<file path="config.mk">
export PLATFORM = sky130hd
export DESIGN_NAME = music_box_state_controller
export DESIGN_NICKNAME = d
export VERILOG_FILES = /design/src/rtl/music_box_pkg.sv /design/src/rtl/music_box_state_controller_debouncer.sv /design/src/rtl/music_box_state_controller.sv
export SDC_FILE = /design/constraint.sdc
export NUM_CORES = 1
export LEC_CHECK = 0
export BUFFER_PORTS_ARGS = -buffer_cell sky130_fd_sc_hd__buf_4
export CORE_AREA = 4 4 73 75
export CTS_BUF_LIST = sky130_fd_sc_hd__clkbuf_8
export DETAILED_ROUTE_END_ITERATION = 10
export DIE_AREA = 0 0 77 79
export GPL_TIMING_DRIVEN = 0
export PLACE_DENSITY = 0.8
export SLEW_MARGIN = 0
export SYNTH_ARGS = -nofsm -noshare
export SYNTH_HDL_FRONTEND = slang
export SYNTH_SLANG_ARGS = --single-unit
export TNS_END_PERCENT = 10
</file>
<file path="constraint.sdc">
create_clock -name clock_50Mhz -period 1.99 [get_ports clock_50Mhz]
set_input_delay 0.2985 -clock clock_50Mhz [delete_from_list [all_inputs] [get_ports clock_50Mhz]]
set_output_delay 0.2985 -clock clock_50Mhz [all_outputs]
set_load 0.05 [all_outputs]
</file>
<file path="src/rtl/music_box_pkg.sv">
// Shared types and constants for the music box mode sequencer and the mode modules
// that decode its current_state broadcast.
package music_box_pkg;

  typedef enum logic [4:0] {
    IDLE    = 5'd0,
    SONG1   = 5'd1,
    SONG2   = 5'd2,
    PLAYREC = 5'd3,
    MAKEREC = 5'd4
  } music_box_state_t;

  localparam int NUM_BUTTONS     = 4;

  localparam int DBG_STATE_LSB   = 0;
  localparam int DBG_LAST_LSB    = 8;
  localparam int DBG_COUNT_LSB   = 16;
  localparam int DBG_TIMEOUT_BIT = 31;

  function automatic logic is_active(input logic [4:0] state);
    return (state >= 5'd1) && (state <= 5'd4);
  endfunction

endpackage

</file>
<file path="src/rtl/music_box_state_controller_debouncer.sv">
// Per-key input conditioning: 2-flop synchroniser, tick-based debounce counter and a
// one-cycle press pulse on the debounced release->pressed transition.
module button_debouncer #(
  parameter int DEBOUNCE_MS = 20
) (
  input  logic clock_50Mhz,
  input  logic reset_n,
  input  logic i_tick,
  input  logic i_button_n,
  output logic o_press
);

  localparam int CW = $clog2(DEBOUNCE_MS + 1);

  logic          r_sync1;
  logic          r_sync2;
  logic          r_stable;
  logic          r_press;
  logic [CW-1:0] r_cnt;
  logic          w_differ;
  logic          w_flip;

  assign w_differ = r_sync2 ^ r_stable;
  // the flip happens on the DEBOUNCE_MS-th consecutive differing tick
  assign w_flip   = w_differ && i_tick && (r_cnt == CW'(DEBOUNCE_MS - 1));

  always_ff @(posedge clock_50Mhz or negedge reset_n) begin
    if (!reset_n) begin
      r_sync1  <= 1'b1;
      r_sync2  <= 1'b1;
      r_stable <= 1'b1;
      r_press  <= 1'b0;
      r_cnt    <= '0;
    end else begin
      r_sync1 <= i_button_n;
      r_sync2 <= r_sync1;
      r_press <= w_flip && r_stable;
      if (!w_differ) begin
        r_cnt <= '0;
      end else if (w_flip) begin
        r_stable <= r_sync2;
        r_cnt    <= '0;
      end else if (i_tick) begin
        r_cnt <= r_cnt + 1'b1;
      end
    end
  end

  assign o_press = r_press;

endmodule

</file>
<file path="src/rtl/music_box_state_controller.sv">
// Top-level mode sequencer: debounced key presses select a mode, completion or abort
// returns to IDLE. Optional watchdog enabled by MUSICBOX_STATE_TIMEOUT_EN.
module music_box_state_controller
  import music_box_pkg::*;
#(
  parameter int DEBOUNCE_MS = 20,
  parameter int TIMEOUT_MS  = 60000
) (
  input  logic                   clock_50Mhz,
  input  logic                   reset_n,
  input  logic                   tick_1khz,
  input  logic [NUM_BUTTONS-1:0] button_n,
  input  logic [4:0]             state_complete,
  output logic [4:0]             current_state,
  output logic                   state_entered,
  output logic [31:0]            debug_string
);

  music_box_state_t       r_state;
  music_box_state_t       w_next;
  logic                   r_entered;
  logic [4:0]             r_last_exit;
  logic [7:0]             r_comp_cnt;
  logic [NUM_BUTTONS-1:0] w_press;
  logic                   w_done;
  logic                   w_abort;
  logic                   w_timeout;
  logic                   w_timeout_flag;
  logic                   w_exit_active;
  logic [31:0]            w_debug;
  logic                   w_unused;

  assign w_unused = state_complete[0];

  for (genvar k = 0; k < NUM_BUTTONS; k++) begin : g_db
    button_debouncer #(.DEBOUNCE_MS(DEBOUNCE_MS)) u_db (
      .clock_50Mhz (clock_50Mhz),
      .reset_n     (reset_n),
      .i_tick      (tick_1khz),
      .i_button_n  (button_n[k]),
      .o_press     (w_press[k])
    );
  end

  always_comb begin
    w_next        = r_state;
    w_done        = 1'b0;
    w_abort       = 1'b0;
    w_exit_active = 1'b0;
    case (r_state)
      IDLE: begin
        if      (w_press[0]) w_next = SONG1;
        else if (w_press[1]) w_next = SONG2;
        else if (w_press[2]) w_next = PLAYREC;
        else if (w_press[3]) w_next = MAKEREC;
      end
      SONG1: begin
        w_done  = state_complete[1];
        w_abort = w_press[0];
      end
      SONG2: begin
        w_done  = state_complete[2];
        w_abort = w_press[1];
      end
      PLAYREC: begin
        w_done  = state_complete[3];
        w_abort = w_press[2];
      end
      MAKEREC: begin
        w_done  = state_complete[4];
        w_abort = w_press[3];
      end
      default: w_next = IDLE;
    endcase
    if (is_active(r_state) && (w_done || w_abort || w_timeout)) begin
      w_next        = IDLE;
      w_exit_active = 1'b1;
    end
  end

  always_ff @(posedge clock_50Mhz or negedge reset_n) begin
    if (!reset_n) begin
      r_state     <= IDLE;
      r_entered   <= 1'b0;
      r_last_exit <= '0;
      r_comp_cnt  <= '0;
    end else begin
      r_state   <= w_next;
      r_entered <= (w_next != r_state);
      if (w_exit_active) r_last_exit <= r_state;
      if (w_exit_active && w_done) r_comp_cnt <= r_comp_cnt + 8'd1;
    end
  end

`ifdef MUSICBOX_STATE_TIMEOUT_EN
  logic [15:0] r_wdog;
  logic        r_timeout_flag;

  always_ff @(posedge clock_50Mhz or negedge reset_n) begin
    if (!reset_n) begin
      r_wdog <= '0;
    end else if (w_next != r_state) begin
      r_wdog <= '0;
    end else if (is_active(r_state) && tick_1khz) begin
      r_wdog <= r_wdog + 16'd1;
    end
  end

  assign w_timeout = is_active(r_state) && (r_wdog == 16'(TIMEOUT_MS));

  // completion/abort in the same cycle take the exit, so no sticky flag then
  always_ff @(posedge clock_50Mhz or negedge reset_n) begin
    if (!reset_n) begin
      r_timeout_flag <= 1'b0;
    end else if (w_timeout && !w_done && !w_abort) begin
      r_timeout_flag <= 1'b1;
    end
  end

  assign w_timeout_flag = r_timeout_flag;
`else
  assign w_timeout      = 1'b0;
  assign w_timeout_flag = 1'b0;
`endif

  always_comb begin
    w_debug                          = '0;
    w_debug[DBG_STATE_LSB +: 5]      = r_state;
    w_debug[DBG_LAST_LSB +: 5]       = r_last_exit;
    w_debug[DBG_COUNT_LSB +: 8]      = r_comp_cnt;
    w_debug[DBG_TIMEOUT_BIT]         = w_timeout_flag;
  end

  assign current_state = r_state;
  assign state_entered = r_entered;
  assign debug_string  = w_debug;

endmodule

</file>
# Word level (Yosys, flattened, before mapping)
# Cells that the tools add are included.
# op_classes
add_sub_neg	5
n_mul	0
div	0
order_cmp	2
eq_ne	13
shift	0
n_mux	21
bitwise_logic	4
reduce_logical	22
# op_table
op	count
2-to-1 mux 5 bit	17
adder 5 x 1 -> 5 bit (second input constant)	4
equality test 5 bit (second input constant)	4
logical AND 1 bit	15
!= test 3 bit (second input constant)	4
equality test 5 x 2 -> 1 bit (second input constant)	2
case mux 5 bit (2 select lines)	1
adder 8 x 1 -> 8 bit (second input constant)	1
case mux 1 bit (4 select lines)	2
AND reduction 2 bit	4
equality test 5 x 1 -> 1 bit (second input constant)	1
equality test 5 x 3 -> 1 bit (second input constant)	1
>= comparator 5 x 1 -> 1 bit (second input constant)	1
less-or-equal comparator 5 x 3 -> 1 bit (second input constant)	1
zero test 5 bit	1
!= test 5 bit	1
OR reduction 4 bit	1
bitwise XOR 1 bit	4
logical OR 1 bit	1
2-to-1 mux 1 bit	1
# totals
regBits	55
latch_bits	0
mem_bits_rw	0
rom_bits	0
input_bits	12
word_cells	91
memories	0

# Logic depth before layout (Yosys ltp)
# depth
ltp_word	7
depth_mapped	6
depth_no_buf	5

# Hierarchy
# Synthesis repeated with hierarchy kept, for this count alone.
# hier_totals
hier_cells	223
hier_area_um2	2710.1
# modules_own_cells
module	instances	cells_per_inst	area_each_um2	seq_area_each_um2
button_debouncer	4	33	414.1	229.0
music_box_state_controller	1	91	1053.5	475.5

# Worst setup path before layout
# No wires, ideal clock.
# synth_timing
path_type	flip-flop to flip-flop
from	register r_state[0], in the netlist current_state[0]
to	register r_last_exit[1]
arrival_time_ps	1789
slack_ps	73
stages_incl_launch_ff	6
n_path_buf	1
period_less_slack_ps	1917
path_cell_list	dfrtp_1 > buf_6 > or2_2 > o21ai_1 > o311a_4 > mux2_1
# synth_via
elab_chain_cells	5
# synth_lines
item	line	text
start: declaration	music_box_state_controller.sv:19	music_box_state_t r_state;
start signal: assignment	music_box_state_controller.sv:88	r_state <= w_next;
equality test 5 x 3 -> 1 bit (tied with other cells)	music_box_state_controller.sv:50	case (r_state)
case mux 1 bit (4 select lines)	music_box_state_controller.sv:50	
logical OR 1 bit	music_box_state_controller.sv:75	if (is_active(r_state) && (w_done || w_abort || w_timeout)) begin
logical AND 1 bit *	music_box_state_controller.sv:75	
2-to-1 mux 1 bit *	music_box_state_controller.sv:75	
end signal: assignment	music_box_state_controller.sv:90	if (w_exit_active) r_last_exit <= r_state;
end: declaration	music_box_state_controller.sv:22	logic [4:0] r_last_exit;
# Every way passes the cells marked *; elsewhere a longest branch is shown, timed or not.
# A chain may end at the register's enable or synchronous reset.

# Worst setup path after layout
# layout_timing
from	register r_state[2], in the netlist current_state[2]
to	register r_comp_cnt[1]
# layout_via
elab_chain_cells	6
# layout_lines
item	line	text
equality test 5 x 3 -> 1 bit (tied with other cells)	music_box_state_controller.sv:50	
case mux 1 bit (4 select lines)	music_box_state_controller.sv:50	
logical OR 1 bit	music_box_state_controller.sv:75	
logical AND 1 bit	music_box_state_controller.sv:75	
2-to-1 mux 1 bit	music_box_state_controller.sv:75	
logical AND 1 bit *	music_box_state_controller.sv:91	if (w_exit_active && w_done) r_comp_cnt <= r_comp_cnt + 8'd1;
end signal: assignment	music_box_state_controller.sv:91	
end: declaration	music_box_state_controller.sv:23	logic [7:0] r_comp_cnt;
# Marks and branches as above.

==> results.md <==
* Core ar. at 4660 sq um
* Crit path to: r_comp_cnt[1]$_DFFE_PN0P_
* DR vias at 1880
* Area Growth Syn to Fin at 18.4%
* Initial Util at 0.562
* Finished Core Util at 0.666
* Worst reg2reg setup slack at 0.23 ns
* Die W at 77 um
* M1 GR Usage at 0.191
* Global Route Usage Sum at 0.161
* Cts bufs inserted at 5
* Clock Pin Slew Worst Setup and Hold Paths at 0.10 ns
* Drt total wl at 4590 um
* Worst Tran Pin Value at 0.657 ns
* Cell family with most CP delay: compound AO/OA/AOI/OAI gates
* Critical path endpoint category: flop
* Peak VDD IR at 0.488 mV
* CTS Hold Bufs at 0
* Cells after synthesis at 242
* Initial DRT Pass Iterations at 4
* Hold Crit Class: in2async
* CTS sink count at 55
* Cell Chain, Critical Path: buf_4 > nand2_1 > o211ai_1 > nand3_2 > mux2_1
* Drt first-iter violations at 46
* CTS tree: yes
* Fraction of registers with async set/reset at 1.00
* Primary FF master, synth: dfrtp_1
* GRT met3 Usage at 0.0454
* Clock tree buffer depth at 2
* H-tree lvl count at 2
* Final TNS setup at 0 ns
* Most Used Layer, Global Route: met2
* Post-synth top cells: dfrtp_1 (43), nor2_1 (23), buf_4 (20), a21oi_1 (16), nor3_1 (13)
* Fmax achieved at 568 MHz
* CP Launch Type: flop
* FF+latch count, synth at 55
* RR Endpoint: r_comp_cnt[1]$_DFFE_PN0P_
* GPL Wtd Cong at 0.788
* Root Driver: clkbuf_8
* Worst slew margin at 0.562
* PwrDens at 681 nW/um^2
* Stages on worst setup path at 5
* Yosys Warn Count at 0
* Mean area per synthesized cell at 10.8 sq um
* Synth area leaders: dfrtp_1 (41%), dfstp_2 (12%), buf_4 (5.7%)
* Pins Over Slew Limit at 0
* Num rows at 25
* Static leakage at 1.51 nW
* Post-Syn Area at 2620 sq um
* CP Class: reg2reg
* Post-route DRC at 0
* Critical Path RT at 2.19 ns
* Sequential area share after synthesis at 0.531
* Post-CTS Setup Repair Bufs at 0
* ANT nets after route at 0
* Die Y at 79 um
* HPWL after DPL at 3320 um
* Cell type with the highest aggregate area in the netlist: dfrtp_1
* Later-pin clock latency in the skew report at 0.31 ns
* Routed len/inst at 13.0 um
* Initial antenna violation count at 0
* Ratio of cells with drive above 1 in the final layout at 0.282
* Vias/cell at 5.34
* Data arrival, critical path at 1.96 ns
* Diode count at 0
* Pin count of the biggest net entering global routing at 56
* Top-area cell type share of the netlist area at 0.411
* Die area at 6080 sq um
* Filler Cell Count at 366
* Crit path max fanout at 10
* RR Startpoint: current_state[2]$_DFF_PN0_
* First-pass GRT wire length at 7920 um
* Unrepaired setup endpoints after global routing: false
* Post-route minimum period at 1.76 ns
* Crit. Startpoint: current_state[2]$_DFF_PN0_
* Crit share post-route at 0.885
* Crit-path slowest cell: o211ai_1
* CP max stage delay at 0.51 ns
* Skew final at 0.0107 ns
* Max-cap violations at 0
* Setup Viol. Count Final at 0
* Met2 Resource Use GR at 0.279
* Fin Hold WS at 0.0148 ns
* Nets@finish at 314
* Vias in the first global route at 1821
* Status: complete, no violations
* Hold Vio Cnt, Final at 0
* Distinct cells, synth at 40
* Number of flops mapped to enable cells by yosys at 0
* Buffers and inverters on the worst path at 1
* CTS resizes at 0
* Port Buffers at 33
* Most frequent cell after synthesis: dfrtp_1
* Congestion Overflow GR at 0
* # IOs at 50
* Worst R2R Path Depth at 5
## sequential cells by signal, summed over array words and instances (netlist names)
register,cells
g_db.u_db.o_press,4
g_db.u_db.r_sync1,4
r_comp_cnt,8
g_db.u_db.r_cnt,20
g_db.u_db.r_sync2,4
r_last_exit,5
current_state,5
g_db.u_db.r_stable,4
state_entered,1
## logic make-up (layout without fill, tap and decap cells)
family          count (synthesis)  in the layout  share of synthesized area
compound gates                 34             34                     0.0812
xor+xnor                       15             15                     0.0501
fa+ha+maj                       5              5                     0.0239
buf+inv                        29             70                     0.0735
flops                          55             55                      0.531
mux                            12             12                     0.0496
other cells                     1             16                    0.00143
simple gates                   91             91                      0.189
## worst register-to-register path, delay by kind of cell, from the launching register on
kind / cells / cell delay [ns]
compound gates: 1 / 0.51
buf+inv: 1 / 0.18
flops: 1 / 0.38
mux: 1 / 0.34
simple gates: 2 / 0.24
## layout by cell type, fill, tap and decap left out, types with 2 or more instances in the layout
| master | count |
|---|---|
| mux2_2 | 5 |
| nand2_1 | 12 |
| dfrtp_1 | 43 |
| conb_1 | 16 |
| nor4bb_1 | 4 |
| nor3_1 | 13 |
| nor2b_1 | 10 |
| dfstp_2 | 12 |
| buf_4 | 53 |
| ha_1 | 5 |
| xnor2_1 | 11 |
| or2_2 | 2 |
| inv_1 | 5 |
| o21ai_1 | 2 |
| mux2i_1 | 4 |
| mux2_1 | 3 |
| nor3b_1 | 8 |
| nor4_1 | 2 |
| xor2_1 | 4 |
| o211a_1 | 3 |
| a21oi_1 | 16 |
| nand3_1 | 2 |
| nor2_1 | 23 |
| clkbuf_8 | 5 |
| nand4_1 | 9 |
| and3_1 | 2 |
| o21ai_0 | 8 |
## worst min-delay path by stage
stage,endpoint,startpoint,slack [ns],depth (start not counted)
2_1_floorplan,current_state[0]$_DFF_PN0_,reset_n,0.003,0
6_report,r_comp_cnt[4]$_DFFE_PN0P_,reset_n,0.01,1
3_3_place_gp,g_db[0].u_db.r_sync2$_DFF_PN1_,g_db[0].u_db.r_sync1$_DFF_PN1_,0.35,0
4_1_cts,r_comp_cnt[4]$_DFFE_PN0P_,reset_n,0.03,1
3_5_place_dp,g_db[3].u_db.r_sync2$_DFF_PN1_,g_db[3].u_db.r_sync1$_DFF_PN1_,0.35,0
5_1_grt,r_comp_cnt[5]$_DFFE_PN0P_,reset_n,0.05,1
## power by group
part	switching [W]	internal, W
clock	0.000346	0.000370
sequential	0.0000228	0.00115
combinational	0.000153	0.0000694
## per-layer routing
metal | vias to the layer above | part of all wire
li1 | 915 | -
met1 | 901 | 0.44
met2 | 54 | 0.48
met3 | 10 | 0.065
met4 | 0 | 0.019
met5 | - | 0
## through the flow
step	worst slack [ns]	cells	total power [W]	instance area, sq um
6_report	0.228	352	0.00211	3100
5_1_grt	0.111	352	0.00221	3100
4_1_cts	0.212	352	0.00214	3100
3_5_place_dp	0.243	344	0.00142	2990
3_3_place_gp	0.278	344	0.00141	2990
2_1_floorplan	0.0732	257	0.00135	2680
## final cells by class
| class | instances | area (sq um) | area share |
|---|---|---|---|
| clock buffers | 5 | 68.8 | 0.0222 |
| clock inverters | 3 | 41.3 | 0.0133 |
| flip-flops and latches | 55 | 1390 | 0.448 |
| inverters | 5 | 18.8 | 0.00605 |
| multi-input cells | 173 | 1090 | 0.352 |
| well taps | 54 | 67.6 | 0.0218 |
| repair buffers | 33 | 248 | 0.0798 |
| plain buffers | 24 | 174 | 0.0560 |
Note: power is estimated with default switching activity, not from simulation.
